$ cat src/rtl/nonogram_pkg.sv
// Shared types and width helpers for the nonogram line-elimination sequencer.
package nonogram_pkg;

    localparam int unsigned SIZE_DEF     = 4;
    localparam int unsigned MAX_OPTS_DEF = 16;

    // Line index width.
    function automatic int unsigned f_iw(input int unsigned size);
        return $clog2(size);
    endfunction

    // Option count width; must hold MAX_OPTS itself.
    function automatic int unsigned f_cw(input int unsigned max_opts);
        return $clog2(max_opts + 1);
    endfunction

    // Option memory address width: {row, ind, k}.
    function automatic int unsigned f_aw(input int unsigned size, input int unsigned max_opts);
        return 1 + f_iw(size) + $clog2(max_opts);
    endfunction

    localparam int unsigned IW_DEF = f_iw(SIZE_DEF);
    localparam int unsigned CW_DEF = f_cw(MAX_OPTS_DEF);

    typedef enum logic [2:0] {
        StIdle,
        StPop,
        StFetch,
        StIssue,
        StJudge,
        StClose,
        StNext,
        StHalt
    } state_e;

    // Pending-line queue entry; sized from the package defaults.
    typedef struct packed {
        logic              row;
        logic [IW_DEF-1:0] ind;
        logic [CW_DEF-1:0] count;
    } q_entry_t;

endpackage

$ cat src/rtl/line_queue.sv
// Circular FIFO of pending lines; pointers carry one extra wrap bit.
module line_queue #(
    parameter int unsigned Width = 8,
    parameter int unsigned Depth = 8
) (
    input  logic                   clk,
    input  logic                   rst,
    input  logic                   i_push,
    input  logic [Width-1:0]       i_data,
    input  logic                   i_pop,
    output logic [Width-1:0]       o_data,
    output logic                   o_full,
    output logic                   o_empty,
    output logic [$clog2(Depth):0] o_count
);
    localparam int unsigned PW = $clog2(Depth);

    logic [Width-1:0] r_mem [Depth];
    logic [PW:0]      r_wr_ptr;
    logic [PW:0]      r_rd_ptr;
    logic             w_push_ok;
    logic             w_pop_ok;

    assign o_empty   = (r_wr_ptr == r_rd_ptr);
    assign o_full    = (r_wr_ptr[PW] != r_rd_ptr[PW]) &&
                       (r_wr_ptr[PW-1:0] == r_rd_ptr[PW-1:0]);
    assign o_count   = r_wr_ptr - r_rd_ptr;
    assign o_data    = r_mem[r_rd_ptr[PW-1:0]];
    assign w_push_ok = i_push && !o_full;
    assign w_pop_ok  = i_pop && !o_empty;

    // Pointer advance; a refused push or pop leaves the pointer alone.
    always_ff @(posedge clk or posedge rst) begin
        if (rst) begin
            r_wr_ptr <= '0;
            r_rd_ptr <= '0;
        end else begin
            if (w_push_ok) r_wr_ptr <= r_wr_ptr + 1'b1;
            if (w_pop_ok)  r_rd_ptr <= r_rd_ptr + 1'b1;
        end
    end

    // Storage write; contents need no reset since pointers define validity.
    always_ff @(posedge clk) begin
        if (w_push_ok) r_mem[r_wr_ptr[PW-1:0]] <= i_data;
    end

endmodule

$ cat src/rtl/line_scheduler.sv
// Walks queued lines through their option lists, compacting survivors in place.
module line_scheduler import nonogram_pkg::*; #(
    parameter int unsigned SIZE     = SIZE_DEF,
    parameter int unsigned MAX_OPTS = MAX_OPTS_DEF
) (
    input  logic                          clk,
    input  logic                          rst,
    input  logic                          load_valid,
    output logic                          load_ready,
    input  logic                          load_row,
    input  logic [f_iw(SIZE)-1:0]         load_ind,
    input  logic [f_cw(MAX_OPTS)-1:0]     load_count,
    input  logic                          start,
    output logic [f_aw(SIZE,MAX_OPTS)-1:0] mem_rd_addr,
    input  logic [SIZE-1:0]               mem_rd_data,
    output logic                          mem_we,
    output logic [f_aw(SIZE,MAX_OPTS)-1:0] mem_wr_addr,
    output logic [SIZE-1:0]               mem_wr_data,
    output logic                          op_valid,
    output logic                          op_row,
    output logic [f_iw(SIZE)-1:0]         op_ind,
    output logic [SIZE-1:0]               op_option,
    input  logic                          chk_contradict,
    output logic                          commit_valid,
    output logic                          commit_row,
    output logic [f_iw(SIZE)-1:0]         commit_ind,
    output logic [SIZE-1:0]               commit_option,
    output logic                          busy,
    output logic                          done,
    output logic                          stuck,
    output logic                          error
);
    localparam int unsigned IW     = f_iw(SIZE);
    localparam int unsigned CW     = f_cw(MAX_OPTS);
    localparam int unsigned KW     = $clog2(MAX_OPTS);
    localparam int unsigned QDEPTH = 2 * SIZE;
    localparam int unsigned OCW    = $clog2(QDEPTH) + 1;

    state_e          r_state;
    logic            r_row;
    logic [IW-1:0]   r_ind;
    logic [CW-1:0]   r_count;
    logic [CW-1:0]   r_k;
    logic [CW-1:0]   r_w;
    logic [SIZE-1:0] r_opt;
    logic [SIZE-1:0] r_surv;
    logic            r_progress;
    logic [OCW-1:0]  r_stall;
    logic            r_done;
    logic            r_stuck;
    logic            r_error;

    q_entry_t        w_q_head;
    q_entry_t        w_push_data;
    logic            w_q_full;
    logic            w_q_empty;
    logic [OCW-1:0]  w_q_count;
    logic            w_push;
    logic            w_pop;
    logic [CW-1:0]   w_k_inc;
    logic [OCW-1:0]  w_stall_next;

    assign w_k_inc      = r_k + CW'(1);
    assign w_stall_next = r_progress ? '0 : r_stall + OCW'(1);
    assign w_pop        = (r_state == StPop);
    assign w_push       = ((r_state == StIdle) && load_valid && !w_q_full) ||
                          ((r_state == StClose) && (r_w > CW'(1)));

    // Loads enter from the port in IDLE; requeues carry the compacted count.
    always_comb begin
        w_push_data = '{row: r_row, ind: r_ind, count: r_w};
        if (r_state == StIdle) begin
            w_push_data = '{row: load_row, ind: load_ind, count: load_count};
        end
    end

    line_queue #(
        .Width ($bits(q_entry_t)),
        .Depth (QDEPTH)
    ) u_queue (
        .clk     (clk),
        .rst     (rst),
        .i_push  (w_push),
        .i_data  (w_push_data),
        .i_pop   (w_pop),
        .o_data  (w_q_head),
        .o_full  (w_q_full),
        .o_empty (w_q_empty),
        .o_count (w_q_count)
    );

    // Outputs decode from registered state so reset clears them at once.
    assign load_ready    = (r_state == StIdle) && !w_q_full;
    assign mem_rd_addr   = (r_state == StFetch) ? {r_row, r_ind, r_k[KW-1:0]} : '0;
    assign op_valid      = (r_state == StIssue);
    assign op_row        = op_valid ? r_row : 1'b0;
    assign op_ind        = op_valid ? r_ind : '0;
    assign op_option     = op_valid ? mem_rd_data : '0;
    assign mem_we        = (r_state == StJudge) && !chk_contradict;
    assign mem_wr_addr   = mem_we ? {r_row, r_ind, r_w[KW-1:0]} : '0;
    assign mem_wr_data   = mem_we ? r_opt : '0;
    assign commit_valid  = (r_state == StClose) && (r_w == CW'(1));
    assign commit_row    = commit_valid ? r_row : 1'b0;
    assign commit_ind    = commit_valid ? r_ind : '0;
    assign commit_option = commit_valid ? r_surv : '0;
    assign busy          = (r_state != StIdle) && (r_state != StHalt);
    assign done          = r_done;
    assign stuck         = r_stuck;
    assign error         = r_error;

    // Sequencer: one option per FETCH/ISSUE/JUDGE triple, then close out the line.
    always_ff @(posedge clk or posedge rst) begin
        if (rst) begin
            r_state    <= StIdle;
            r_row      <= 1'b0;
            r_ind      <= '0;
            r_count    <= '0;
            r_k        <= '0;
            r_w        <= '0;
            r_opt      <= '0;
            r_surv     <= '0;
            r_progress <= 1'b0;
            r_stall    <= '0;
            r_done     <= 1'b0;
            r_stuck    <= 1'b0;
            r_error    <= 1'b0;
        end else begin
            unique case (r_state)
                StIdle: begin
                    if (start) begin
                        if (w_q_empty) begin
                            r_done  <= 1'b1;
                            r_state <= StHalt;
                        end else begin
                            r_state <= StPop;
                        end
                    end
                end
                StPop: begin
                    r_row   <= w_q_head.row;
                    r_ind   <= w_q_head.ind;
                    r_count <= w_q_head.count;
                    r_k     <= '0;
                    r_w     <= '0;
                    // A zero-count line has nothing to fetch and fails at CLOSE.
                    r_state <= (w_q_head.count == '0) ? StClose : StFetch;
                end
                StFetch: r_state <= StIssue;
                StIssue: begin
                    r_opt   <= mem_rd_data;
                    r_state <= StJudge;
                end
                StJudge: begin
                    if (!chk_contradict) begin
                        r_w <= r_w + CW'(1);
                        if (r_w == '0) r_surv <= r_opt;
                    end
                    r_k     <= w_k_inc;
                    r_state <= (w_k_inc == r_count) ? StClose : StFetch;
                end
                StClose: begin
                    r_progress <= (r_w < r_count) || (r_w == CW'(1));
                    if (r_w == '0) begin
                        r_error <= 1'b1;
                        r_state <= StHalt;
                    end else begin
                        r_state <= StNext;
                    end
                end
                StNext: begin
                    r_stall <= w_stall_next;
                    if (w_q_empty) begin
                        r_done  <= 1'b1;
                        r_state <= StHalt;
                    end else if (w_stall_next == w_q_count) begin
                        r_stuck <= 1'b1;
                        r_state <= StHalt;
                    end else begin
                        r_state <= StPop;
                    end
                end
                StHalt: r_state <= StHalt;
                default: r_state <= StIdle;
            endcase
        end
    end

endmodule

$ cat config.mk
export PLATFORM = sky130hd
export DESIGN_NAME = line_scheduler
export DESIGN_NICKNAME = d
export VERILOG_FILES = /design/src/rtl/nonogram_pkg.sv /design/src/rtl/line_queue.sv /design/src/rtl/line_scheduler.sv
export SDC_FILE = /design/constraint.sdc
export NUM_CORES = 1
export LEC_CHECK = 0
export ABC_AREA = 1
export CAP_MARGIN = 25
export CELL_PAD_IN_SITES_DETAIL_PLACEMENT = 1
export CELL_PAD_IN_SITES_GLOBAL_PLACEMENT = 2
export CORE_ASPECT_RATIO = 2
export CORE_UTILIZATION = 35
export DETAILED_ROUTE_END_ITERATION = 6
export GPL_TIMING_DRIVEN = 0
export PLACE_DENSITY = 0.8
export SLEW_MARGIN = 10
export SYNTH_ARGS = -nofsm -noshare
export SYNTH_HDL_FRONTEND = slang
export SYNTH_HIERARCHICAL = 1
export SYNTH_SLANG_ARGS = --single-unit
$ cat constraint.sdc
create_clock -name clk -period 3.25 [get_ports clk]
set_input_delay 0.975 -clock clk [delete_from_list [all_inputs] [get_ports clk]]
set_output_delay 0.975 -clock clk [all_outputs]
set_load 0.05 [all_outputs]
# ---- Word-level counts from Yosys, hierarchy flattened
# Memories as Yosys holds them, arrays and structs flattened.
# Cells that the tools add are included.
dict set report word_totals {
  regBits 45
  ram_bits 64
  in_bits 17
  out_inout_bits 40
  word_cells 95
  n_memories 1
}
# name words width read_ports rd_ports_with_merged_regs write_ports line
set memory_table {}
lappend memory_table {u_queue.r_mem 8 8 1 0 1 line_queue.sv:18} ;# logic [Width-1:0] r_mem [Depth];
dict set report classes {
  add_sub_neg 6
  order_cmp 2
  n_eq_ne 16
  mux 27
  n_bitwise 2
  reduce_logical 26
}
# op n
set op_table {}
lappend op_table {{one-hot mux 3 bit (8 select lines)} 1}
lappend op_table {{one-hot mux 5 bit (2 select lines)} 2}
lappend op_table {{two-way mux 3 bit} 6}
lappend op_table {{two-way mux 4 bit} 4}
lappend op_table {{two-way mux 7 bit} 2}
lappend op_table {{adder 4 x 1 -> 4 bit (second input constant)} 3}
lappend op_table {{equality test 3 bit (second input constant)} 4}
lappend op_table {{adder 5 x 1 -> 5 bit (second input constant)} 2}
lappend op_table {{logical AND 1 bit} 10}
lappend op_table {{logical NOT 5 bit} 2}
lappend op_table {{equality test 4 bit} 2}
lappend op_table {{two-way mux 8 bit} 1}
lappend op_table {{two-way mux 1 bit} 7}
lappend op_table {{equality test 3 x 2 -> 1 bit (second input constant)} 2}
lappend op_table {{AND reduction 2 bit} 3}
lappend op_table {{AND reduction 3 bit} 2}
lappend op_table {{equality test 5 x 1 -> 1 bit (second input constant)} 1}
lappend op_table {{equality test 5 bit} 1}
lappend op_table {{> comparator 5 x 1 -> 1 bit (second input constant)} 1}
lappend op_table {{less-than comparator 5 bit} 1}
lappend op_table {{two-way mux 5 bit} 1}
lappend op_table {{two-way mux 2 bit} 2}
lappend op_table {{!= test 2 bit (second input constant)} 2}
lappend op_table {{nonzero test 2 bit} 2}
lappend op_table {{other kinds (11)} 15}

# ---- Logic depth before layout (Yosys ltp)
dict set report depth {
  word_depth 8
  ltp_mapped 15
  mapped_depth_nobuf 13
}

# ---- Cells and area by module
# The synthesis kept the hierarchy.
# module n_inst cells_per_inst area_each_um2 seq_area_each_um2
set modules_own_cells {}
lappend modules_own_cells {line_queue 1 373 3477.1 2122.0}
lappend modules_own_cells {line_scheduler 1 318 2253.4 925.9}

# ---- Worst setup path before layout
# OpenSTA, ideal clock, no wires.
dict set report synth_path {
  path_type {flip-flop to output port}
  startpoint {register r_w[1]}
  endpoint {output port commit_ind[0]}
  arrival_ps 2392
  required_time_ps 2275
  slack_ps -117
  path_stages_with_launch 7
  path_buffers 0
  cell_sequence {dfrtp_1 inv_1 ha_1 nand3_1 nor2_1 inv_1 nor2_1}
}
dict set report synth_between {
  elab_chain_cells 3
}
# item line
set synth_rtl {}
lappend synth_rtl {{start, declared} line_scheduler.sv:44} ;# logic [CW-1:0] r_w;
lappend synth_rtl {{start signal, assigned} line_scheduler.sv:155} ;# r_w <= r_w + CW'(1);
lappend synth_rtl {{equality test 5 x 1 -> 1 bit} line_scheduler.sv:102} ;# assign commit_valid = (r_state == StClose) && (r_w == CW'(1));
lappend synth_rtl {{logical AND 1 bit} line_scheduler.sv:102}
lappend synth_rtl {{net commit_valid} line_scheduler.sv:24} ;# output logic commit_valid,
lappend synth_rtl {{two-way mux 2 bit} line_scheduler.sv:104} ;# assign commit_ind = commit_valid ? r_ind : '0;
lappend synth_rtl {{end, declared} line_scheduler.sv:26} ;# output logic [f_iw(SIZE)-1:0] commit_ind,
# The timed path passes the listed nets, and every way through them passes these cells.

# ---- Worst setup path after layout
dict set report layout_path {
  startpoint {input port mem_rd_data[1]}
  endpoint {output port op_option[1]}
}
dict set report layout_between {
  elab_chain_cells 1
}
# item line
set layout_rtl {}
lappend layout_rtl {{start, declared} line_scheduler.sv:15} ;# input logic [SIZE-1:0] mem_rd_data,
lappend layout_rtl {{two-way mux 4 bit} line_scheduler.sv:98} ;# assign op_option = op_valid ? mem_rd_data : '0;
lappend layout_rtl {{end, declared} line_scheduler.sv:22} ;# output logic [SIZE-1:0] op_option,
# Every way passes these cells.

==> flow_metrics.tcl <==
set metrics [dict create \
    start_util 0.361 \
    finClkSkew_ps 14.1 \
    clock-sinks 109 \
    cts_tree "yes" \
    antenna_found_initial 0 \
    period_minus_slack_ps 3180 \
    p_int_mw 2.10 \
    cp.arrival_ps 2210 \
    overflow 0 \
    criticalPathCategory "in2out" \
    synthTopCellsByCount "nand2_1, inv_1, edfxtp_1, nand3_1, nor2_1" \
    yosysSeqAreaShare 0.532 \
    slew_headroom 0.331 \
    multi_input_area_um2 2070 \
    insertion_delay_ps 350 \
    postLayoutCellArea_um2 6820 \
    maxCapViolCount 0 \
    yosys.area.top_type "edfxtp_1" \
    tightest_slew_ps 993 \
    synth_async_sr_flop_share 0.413 \
    cp-start-kind "primary input" \
    viasPerCell 4.86 \
    synth_fp_nets 723 \
    seq_power_share 0.554 \
    dr_total_vias 4696 \
    wl_per_cell_um 17.7 \
    gp_congestion 0.808 \
    p_leak_nw 3.40 \
    grt_max_degree 24 \
    drc 0 \
    grt_use_total 0.216 \
    required_ps 2270 \
    fin_crit_sh 0.980 \
    fill_cells 1932 \
    coreArea_um2 15900 \
    dp_cells 950 \
    hp-class "reg2reg" \
    ios 57 \
    grtUsageMet2 0.457 \
    p_clk_frac 0.430 \
    tns_ps 0 \
    powerDensity_nw_per_um2 385 \
    finalSetupViolCount 0 \
    placementRows 65 \
    syn_to_final_growth_pct 19.0 \
    p_sw_frac 0.199 \
    ys.flop_type "edfxtp_1" \
    dpl_cell_area_um2 6570 \
    die_h_um 183 \
    synth_warnings 6 \
    h-tree-depth 3 \
    worst_setup_path_end_kind "output pin" \
    ys_ff_latch 109 \
    postSynthAreaPerCell_um2 8.29 \
    cts_buffer_depth 2 \
    finalHoldViolCount 0 \
    yosysTopAreaCellShare 0.335 \
    io_buffers 56 \
    switching_power_mw 0.523 \
    yosysMostFrequentCell "nand2_1" \
    regArea_um2 3050 \
    synthTopCellsByArea "edfxtp_1, dfrtp_1, nand2_1" \
    post_cts_buffers 0 \
    finalPower_mw 2.62 \
    busiest_layer "met2" \
    initialDrtViolationCount 99 \
    cts_made_buffers 9 \
    synth_area_um2 5730 \
    drive_above_1_share 0.0992 \
    die_area_um2 16900 \
    syn-instance-count 691 \
    comb_power_share 0.015 \
    max_freq_mhz 314 \
    fin_cells 967 \
    drv_slew 0 \
    ant_nets 0 \
    met1_usage 0.196 \
    synth_edf_count 64 \
    post_synth_num_cell_types 36 \
    irDropWorstVdd_mv 0.243 \
    dr.pass1.iters 4 \
    layout.nets 793 \
    use_met3 0.0257 \
    place_hpwl_mm 13.8 \
    grt_pass1_vias 5163 \
    cts.clk_slew.worst_paths_ps 70 \
    grt_pass1_wl_mm 27.1 \
    drt-total-wl_mm 17.1 \
    status "complete, no violations" \
    n_antenna_cell 0 \
    die_w_um 92.5 \
    critPathMaxFanout 2 \
    cts_root_buf "clkbuf_16" \
]
path summary, 6_finish.rpt:
| kind | start | endpoint | slack [ps] | cells after the start |
|---|---|---|---|---|
| worst min register to register | done | done | 480 | 1 |
| worst max-delay path | mem_rd_data[1] | op_option[1] | 70 | 4 |
| min in group asynchronous | rst | u_queue/r_wr_ptr[0] | 970 | 2 |
| worst max register to register | u_queue/r_rd_ptr[1] | u_queue/r_mem[0][0] | 210 | 11 |
| worst min-delay path | done | done | 480 | 1 |
| max in group asynchronous | rst | r_opt[3] | 1810 | 3 |
critical path: stages:
cell and delay, ps:
clkdlybuf4s50_1 450, inv_1 40, nor2_1 180, dlygate4sd2_1 570
stage by stage:
| stage | util | worst slack [ps] | hold slack, ps |
|---|---|---|---|
| finish | 0.430 | 65.8 | 479 |
| global route | 0.430 | -3.16 | 488 |
| CTS | 0.430 | 3.38 | 482 |
| detailed placement | 0.414 | -601 | 459 |
| global placement | 0.413 | -583 | 458 |
| floorplan | - | -117 | 453 |
kinds of logic after synthesis:
| group | count (synthesis) | share of synthesized area |
|---|---|---|
| XOR/XNOR | 3 | 0.00459 |
| buffers and inverters | 151 | 0.110 |
| AO/OA/AOI/OAI | 50 | 0.0491 |
| adder cells (fa/ha/maj) | 15 | 0.0341 |
| AND/OR/NAND/NOR | 363 | 0.271 |
| flip-flops | 109 | 0.532 |
registers in the layout, indices dropped and copies added (netlist names), 2 cells and up:
register          flops
r_w                   5
u_queue/r_rd_ptr      4
r_opt                 4
r_surv                4
r_count               5
r_stall               4
r_state               3
r_ind                 2
r_k                   5
u_queue/r_wr_ptr      4
u_queue/r_mem        64
repair_timing:
item,CTS,global route
resized for setup,91,18
hold buffers,0,0
endpoints found under the setup margin,84,21
routing by layer:
| layer | vias up | share of wire |
|---|---|---|
| met1 | 2275 | 0.35 |
| met5 | - | 0 |
| met4 | 0 | 0.023 |
| li1 | 2310 | - |
| met2 | 89 | 0.60 |
| met3 | 22 | 0.025 |
cell usage in the layout, fill, tap and decap left out, types with 5 or more instances in the layout:
cell type,count
a21oi_1,9
buf_2,16
buf_4,7
buf_6,5
clkbuf_16,9
clkbuf_2,6
clkdlybuf4s50_1,19
dfrtp_1,45
dlygate4sd2_1,15
edfxtp_1,64
ha_1,14
inv_1,128
nand2_1,210
nand3_1,64
nand4_1,12
nor2_1,54
nor2_2,8
o21ai_0,26
o21bai_1,6
power groups by stage:
stage / clock network (mW) / logic (mW) / registers (mW)
floorplan: 0 / 0.0131 / 1.48
global placement: 0 / 0.0381 / 1.48
detailed placement: 0 / 0.0416 / 1.48
CTS: 1.16 / 0.0418 / 1.45
global route: 1.19 / 0.0455 / 1.45
finish: 1.13 / 0.0404 / 1.45
cell type report:
cell class              count  area share
clock buffers              12      0.0361
clock inverters             4     0.00807
multi-input cells         431       0.304
well taps                 201      0.0369
plain buffers              16      0.0178
repair buffers             61      0.0759
flip-flops and latches    109       0.447
inverters                 133      0.0747
Note: power is estimated with default switching activity, not from simulation.
